File: src/rtl/multicycle_ctrl.sv
// multicycle_ctrl: main control FSM of the multi-clock MIPS datapath.
// Steps each instruction through fetch/decode/execute/memory/writeback,
// drives every datapath enable and mux select, and emits the 2-bit ALUop
// consumed by the ALU control decoder.
//
// Optional feature: define MULTICYCLE_CTRL_ADDI_EN to build the addi path
// (I_EXEC, I_WB). Without it, opcode 001000 is reported as illegal.
//
// Memory handshake: mem_ready is a single-cycle completion flag. It is
// only looked at in FETCH, MEM_READ and MEM_WRITE; in those states the
// request is held steady until a cycle with mem_ready=1, which completes
// the access and advances the FSM. It is ignored everywhere else.
module multicycle_ctrl #(
    parameter int unsigned RESET_IDLE_CYCLES = 1
) (
    input  logic       clk,
    input  logic       rst_n,
    input  logic [5:0] opcode,
    input  logic       mem_ready,
    output logic       PCWrite,
    output logic       PCWriteCond,
    output logic       IorD,
    output logic       MemRead,
    output logic       MemWrite,
    output logic       IRWrite,
    output logic       MemtoReg,
    output logic       RegDst,
    output logic       RegWrite,
    output logic       ALUSrcA,
    output logic [1:0] ALUSrcB,
    output logic [1:0] ALUop,
    output logic [1:0] PCSource,
    output logic       illegal,
    output logic [3:0] state
);

    typedef enum logic [3:0] {
        S_IDLE      = 4'd0,
        S_FETCH     = 4'd1,
        S_DECODE    = 4'd2,
        S_MEM_ADDR  = 4'd3,
        S_MEM_READ  = 4'd4,
        S_MEM_WB    = 4'd5,
        S_MEM_WRITE = 4'd6,
        S_R_EXEC    = 4'd7,
        S_R_WB      = 4'd8,
        S_BRANCH    = 4'd9,
        S_JUMP      = 4'd10,
        S_I_EXEC    = 4'd11,
        S_I_WB      = 4'd12
    } state_t;

    localparam logic [5:0] OP_RTYPE = 6'b000000;
    localparam logic [5:0] OP_LW    = 6'b100011;
    localparam logic [5:0] OP_SW    = 6'b101011;
    localparam logic [5:0] OP_BEQ   = 6'b000100;
    localparam logic [5:0] OP_J     = 6'b000010;
`ifdef MULTICYCLE_CTRL_ADDI_EN
    localparam logic [5:0] OP_ADDI  = 6'b001000;
`endif

    // Last idle count value before leaving IDLE; IDLE lasts RESET_IDLE_CYCLES cycles.
    localparam logic [3:0] IDLE_LAST = 4'(RESET_IDLE_CYCLES - 1);

    state_t     state_q;
    state_t     state_d;
    logic [3:0] idle_cnt_q;
    logic [3:0] idle_cnt_d;

    assign state = state_q;

    // State register and post-reset idle counter.
    always_ff @(posedge clk or negedge rst_n) begin
        if (!rst_n) begin
            state_q    <= S_IDLE;
            idle_cnt_q <= '0;
        end else begin
            state_q    <= state_d;
            idle_cnt_q <= idle_cnt_d;
        end
    end

    // Next-state logic and state-decoded controls (PCWrite/IRWrite in FETCH follow mem_ready).
    always_comb begin
        state_d     = state_q;
        idle_cnt_d  = '0;
        PCWrite     = 1'b0;
        PCWriteCond = 1'b0;
        IorD        = 1'b0;
        MemRead     = 1'b0;
        MemWrite    = 1'b0;
        IRWrite     = 1'b0;
        MemtoReg    = 1'b0;
        RegDst      = 1'b0;
        RegWrite    = 1'b0;
        ALUSrcA     = 1'b0;
        ALUSrcB     = 2'b00;
        ALUop       = 2'b00;
        PCSource    = 2'b00;
        illegal     = 1'b0;

        case (state_q)
            S_IDLE: begin
                if (idle_cnt_q == IDLE_LAST) begin
                    state_d = S_FETCH;
                end else begin
                    idle_cnt_d = idle_cnt_q + 4'd1;
                end
            end
            S_FETCH: begin
                MemRead = 1'b1;
                ALUSrcB = 2'b01;
                PCWrite = mem_ready;
                IRWrite = mem_ready;
                if (mem_ready) begin
                    state_d = S_DECODE;
                end
            end
            S_DECODE: begin
                // Branch target is precomputed here while the opcode is decoded.
                ALUSrcB = 2'b11;
                case (opcode)
                    OP_RTYPE:     state_d = S_R_EXEC;
                    OP_LW, OP_SW: state_d = S_MEM_ADDR;
                    OP_BEQ:       state_d = S_BRANCH;
                    OP_J:         state_d = S_JUMP;
`ifdef MULTICYCLE_CTRL_ADDI_EN
                    OP_ADDI:      state_d = S_I_EXEC;
`endif
                    default: begin
                        illegal = 1'b1;
                        state_d = S_FETCH;
                    end
                endcase
            end
            S_MEM_ADDR: begin
                ALUSrcA = 1'b1;
                ALUSrcB = 2'b10;
                state_d = (opcode == OP_LW) ? S_MEM_READ : S_MEM_WRITE;
            end
            S_MEM_READ: begin
                MemRead = 1'b1;
                IorD    = 1'b1;
                if (mem_ready) begin
                    state_d = S_MEM_WB;
                end
            end
            S_MEM_WB: begin
                RegWrite = 1'b1;
                MemtoReg = 1'b1;
                state_d  = S_FETCH;
            end
            S_MEM_WRITE: begin
                MemWrite = 1'b1;
                IorD     = 1'b1;
                if (mem_ready) begin
                    state_d = S_FETCH;
                end
            end
            S_R_EXEC: begin
                ALUSrcA = 1'b1;
                ALUop   = 2'b10;
                state_d = S_R_WB;
            end
            S_R_WB: begin
                RegWrite = 1'b1;
                RegDst   = 1'b1;
                state_d  = S_FETCH;
            end
            S_BRANCH: begin
                ALUSrcA     = 1'b1;
                ALUop       = 2'b01;
                PCWriteCond = 1'b1;
                PCSource    = 2'b01;
                state_d     = S_FETCH;
            end
            S_JUMP: begin
                PCWrite  = 1'b1;
                PCSource = 2'b10;
                state_d  = S_FETCH;
            end
`ifdef MULTICYCLE_CTRL_ADDI_EN
            S_I_EXEC: begin
                ALUSrcA = 1'b1;
                ALUSrcB = 2'b10;
                state_d = S_I_WB;
            end
            S_I_WB: begin
                RegWrite = 1'b1;
                state_d  = S_FETCH;
            end
`endif
            // Unused codes recover to FETCH with every control held low.
            default: begin
                state_d = S_FETCH;
            end
        endcase
    end

endmodule

File: config.mk
export PLATFORM = sky130hd
export DESIGN_NAME = multicycle_ctrl
export DESIGN_NICKNAME = d
export VERILOG_FILES = /design/src/rtl/multicycle_ctrl.sv
export SDC_FILE = /design/constraint.sdc
export NUM_CORES = 1
export LEC_CHECK = 0
export ABC_AREA = 1
export CAP_MARGIN = 20
export CORE_MARGIN = 2
export CORE_UTILIZATION = 43
export CTS_BUF_LIST = sky130_fd_sc_hd__clkbuf_16
export CTS_CLUSTER_DIAMETER = 200
export DETAILED_ROUTE_END_ITERATION = 12
export PLACE_DENSITY = 0.86
export RECOVER_POWER = 50
export REMOVE_ABC_BUFFERS = 1
export SLEW_MARGIN = 40
export SYNTH_ARGS = -nofsm -noshare
export SYNTH_HDL_FRONTEND = slang
export SYNTH_SLANG_ARGS = --single-unit
File: constraint.sdc
create_clock -name clk -period 2.9 [get_ports clk]
set_input_delay 0.725 -clock clk [delete_from_list [all_inputs] [get_ports clk]]
set_output_delay 0.725 -clock clk [all_outputs]
set_load 0.02 [all_outputs]
== Word level (Yosys, flattened, before mapping) ==
Index checks and enable logic that the tools add are counted.
Widths: inputs -> output; s select.

* Output and inout bits: 21
* Logic and storage cells: 55
* Flip-flop bits (word level): 8

* Mux-type cells: 24
* $add $sub $neg: 1
* Reduce and logical (&&, ||, !) cells: 10
* Eq/ne operators: 18

{| class="wikitable"
|+ Operator list
! cell !! number
|-
| $pmux 4 s7 || 1
|-
| $mux 4 || 6
|-
| $eq 4x3->1 const B || 4
|-
| $pmux 4 s4 || 1
|-
| $eq 4x4->1 const B || 3
|-
| $eq 6x6->1 const B || 2
|-
| $mux 1 || 11
|-
| $eq 4x2->1 const B || 2
|-
| $logic_not 4->1 || 2
|-
| $ne 2x2->1 const B || 4
|-
| $pmux 2 s2 || 2
|-
| $reduce_or 2->1 || 4
|-
| $eq 6x2->1 const B || 1
|-
| $eq 6x3->1 const B || 1
|-
| $logic_not 6->1 || 1
|-
| $pmux 2 s3 || 1
|-
| $reduce_or 5->1 || 1
|-
| $add 4x1->4 const B || 1
|-
| $eq 4x1->1 const B || 1
|-
| $reduce_and 4->1 || 1
|-
| $reduce_or 3->1 || 1
|-
| $mux 2 || 1
|-
| $pmux 1 s2 || 1
|}

== Longest topological paths before layout ==
* Depth in word-level cells: 4
* Mapped depth: 8
* Depth with buffers taken out: 8

== Worst setup path after synthesis ==
Ideal clock, no wire load.

* Kind: register to output
* Start: register state_q[3] (netlist: state[3])
* End: output port PCSource[0]
* Slack: 905 ps
* Arrival: 1,270 ps
* Stages on the path, launching flop included: 6
* Path buffers: 1
* Cell sequence: dfrtp_1 inv_2 nor2_1 inv_1 nor2_1 buf_4

* Word-level cells in the longest chain between the ends: 2
* Elaborated cells on any way between the ends: 3
* Those cells by class: eq/ne (2); mux (1)

{| class="wikitable"
|+ Ends and longest elaborated chain
! element !! RTL line !! text
|-
| start, declared || 65 || <nowiki>state_t state_q;</nowiki>
|-
| start signal, assigned || 78 || <nowiki>state_q <= state_d;</nowiki>
|-
| $eq 4x4->1 || 102 || <nowiki>case (state_q)</nowiki>
|-
| $pmux 2 s2 * || 102 ||
|-
| end, declared || 32 || <nowiki>output logic [1:0] PCSource,</nowiki>
|}

Mark *: on every way between the ends. The rest lies on a longest branch, timed or not.

== Final worst setup path ==
* Start: input port mem_ready
* End: output port PCWrite

* Word-level cells in the longest chain between the ends: 1

{| class="wikitable"
|+ Ends and longest elaborated chain
! element !! RTL line !! text
|-
| start, declared || 19 || <nowiki>input logic mem_ready,</nowiki>
|-
| $pmux 1 s2 || 102 ||
|-
| end, declared || 20 || <nowiki>output logic PCWrite,</nowiki>
|}

No other way between the ends.

==> flow_summary.json <==
{
  "status": "complete, no violations",
  "fin_crit_sh": 0.948,
  "via_count": 795,
  "ir_worst_vdd_mv": 0.622,
  "internal-power_uw": 555,
  "slew_viol_final": 0,
  "drt_iter0_markers": 15,
  "worstPathCellList": "clkdlybuf4s50_1, inv_1, o22ai_1, clkdlybuf4s50_1",
  "viasPerCell": 5.13,
  "synth_xor_area_frac": 0.0267,
  "cp_slowest_cell": "clkdlybuf4s50_1",
  "wire_per_inst_um": 11.8,
  "crit_path_start_kind": "input pin",
  "ys.warnings.count": 0,
  "grt-ovfl-total": 0,
  "switchingPower_uw": 446,
  "antenna_found_initial": 0,
  "crit_family": "buffers and inverters",
  "min_path_cells": 1,
  "nFillCells": 115,
  "synth_cell_types": 18,
  "p_per_area_mw_per_mm2": 960,
  "die-area_mm2": 0.00185,
  "rows": 14,
  "cts_tree": "done",
  "synth_simple_gate_area_share": 0.435,
  "stdcell_count": 155,
  "syn_inst": 107,
  "synthMuxAreaShare": 0,
  "worst_pin_slew_ns": 0.388,
  "cts_max_level": 1,
  "synth_fa_ha_area_frac": 0.0382,
  "synth.top_cells.by_area": "dfrtp_1 (31%), nor2_1 (15%), nand2_1 (13%)",
  "relSlewSlack": 0.740,
  "ys_seq_area_frac": 0.305,
  "clkSinkCount": 8,
  "ys_seq_elements": 8,
  "grt_pass1_vias": 740,
  "area_delta_synth_final_pct": 59.0,
  "path_clk_slew_ns": 0.04,
  "coreArea_mm2": 0.00147,
  "synth_flop_cell": "dfrtp_1",
  "ctsRootBufferMaster": "clkbuf_16",
  "postCtsHoldBufs": 0,
  "fin_nets": 152,
  "ios": 30,
  "die_y_um": 43.0,
  "drive_above_1_share": 0.115,
  "synth_edf_count": 0,
  "globalplace.congestion": 0.806,
  "reg2regPathDepth": 8,
  "drcViolationCount": 0,
  "crit_type": "input pin to output port",
  "hp-class": "flip-flop to flip-flop",
  "synth_compound_area_frac": 0.0744,
  "first_pass_iters": 4,
  "synth_commonest_cells": "nor2_1 (27), nand2_1 (22), inv_1 (15)",
  "grt_pass1_wl_um": 3000,
  "fin_crit_ns": 2.75,
  "max_cap_violations": 0,
  "grt_use_total": 0.219,
  "cpMostUsedCell": "clkdlybuf4s50_1",
  "yosysMostFrequentCell": "nor2_1",
  "drt_wl_total_um": 1820,
  "clock_latency_ns": 0.23,
  "syn_area_um2": 656,
  "pwr-share-seq": 0.170,
  "dp_hpwl_um": 1430,
  "cpPeakStageDelay_ns": 0.62,
  "worstPathArrival_ns": 2.02,
  "setup_viol": 0,
  "synth_top_area_frac": 0.305,
  "cp_data_required_time_ns": 2.17,
  "syn_area_per_cell_um2": 6.13,
  "rsz0062_at_grt": "no",
  "cts_buffer_depth": 2,
  "timing.fmax_mhz": 364,
  "grt_start_max_net_pins": 9,
  "ant_nets": 0,
  "combPwrFrac": 0.600,
  "hold_slack_ns": 0.484,
  "critPathBufInv": 3,
  "cts_buffers": 3,
  "cp_max_fo": 6,
  "power_leakage_uw": 0.000511,
  "dp_cells": 152,
  "yosys.area.top_type": "dfrtp_1",
  "finalHoldViolCount": 0,
  "diodes": 0,
  "die_x_um": 43.0,
  "p_sw_frac": 0.445,
  "clockPowerShare": 0.230,
  "cp-end-kind": "output port",
  "start_util": 0.446,
  "finClkSkew_ns": 0.00177,
  "synth_top_family_by_area": "simple AND/OR/NAND/NOR gates",
  "ys_async_sr_fraction": 1.00,
  "port_buffers": 29,
  "crit_cells": 4
}
## cells by family (layout without fill, tap and decap cells)
family,Yosys count,after routing
xor gates and xnor gates,2,2
and+or+nand+nor,66,66
DFF,8,8
AOI/OAI and AO/OA,9,9
buffers and inverters,20,52
adders and majority gates,2,2
## flip-flops by register name, summed over array words and instances (netlist names)
register    cells
idle_cnt_q      4
state           4
## cells in the final DEF (no fill, tap or decap), types with 2 or more instances in the layout
cell | netlist | layout
a21oi_1 | 4 | 4
nor2_1 | 27 | 26
nand3_1 | 5 | 5
nand2_1 | 22 | 22
dlygate4sd3_1 | 0 | 4
nor2_2 | 5 | 6
o22ai_1 | 3 | 3
dfrtp_1 | 8 | 8
inv_1 | 15 | 15
ha_1 | 2 | 2
clkdlybuf4s50_1 | 0 | 24
clkbuf_16 | 0 | 3
nand4_1 | 2 | 2
inv_2 | 4 | 4
nand2_2 | 3 | 3
## per-stage QoR
| step | worst slack, ns | TNS (ns) | utilization | power [uW] | cell area (um^2) |
|---|---|---|---|---|---|
| 2_1_floorplan | 0.913 | 0 | - | 527 | 648 |
| 3_3_place_gp | 0.0421 | 0 | 0.656 | 760 | 966 |
| 3_5_place_dp | -0.0150 | -0.0150 | 0.656 | 766 | 966 |
| 4_1_cts | 0.00966 | 0 | 0.709 | 1010 | 1040 |
| 5_1_grt | 0.111 | 0 | 0.708 | 1060 | 1040 |
| 6_report | 0.151 | 0 | 0.708 | 1000 | 1040 |
## power by group through the flow
| stage | logic (uW) | registers [uW] | clock network (uW) |
|---|---|---|---|
| after CTS | 607 | 170 | 235 |
| after floorplan | 335 | 191 | 0 |
| after global placement | 591 | 169 | 0 |
| final | 600 | 170 | 230 |
| after global routing | 648 | 176 | 241 |
| after detailed placement | 595 | 171 | 0 |
## what timing repair did
item | CTS | global route
buffers inserted | 0 | 0
endpoints found under the setup margin | 1 | 1
gates resized for setup | 1 | 1
## layer usage
| metal | global-route usage | share of wire |
|---|---|---|
| met3 | 0.0383 | 0.052 |
| met2 | 0.388 | 0.53 |
| met1 | 0.242 | 0.40 |
| met4 | 0.127 | 0.024 |
| met5 | 0 | 0 |
## path summary, 6_finish.rpt
kind | from | end | slack (ns)
max in group asynchronous | rst_n | idle_cnt_q[1]$_DFF_PN0_ | 1.77
worst max-delay path | mem_ready | PCWrite | 0.15
worst min register to register | idle_cnt_q[0]$_DFF_PN0_ | idle_cnt_q[0]$_DFF_PN0_ | 0.48
worst min-delay path | idle_cnt_q[0]$_DFF_PN0_ | idle_cnt_q[0]$_DFF_PN0_ | 0.48
min in group asynchronous | rst_n | state[1]$_DFFE_PN0P_ | 0.85
worst max register to register | state[0]$_DFFE_PN0P_ | state[0]$_DFFE_PN0P_ | 1.58
## final cells by class
class                   instances  area, um^2  area share
flip-flops and latches          8         200       0.192
clock buffers                   3        75.1      0.0720
well taps                      16        20.0      0.0192
inverters                      19        71.3      0.0684
multi-input cells              79         379       0.364
repair buffers                 30         297       0.285
Note: power is estimated with default switching activity, not from simulation.
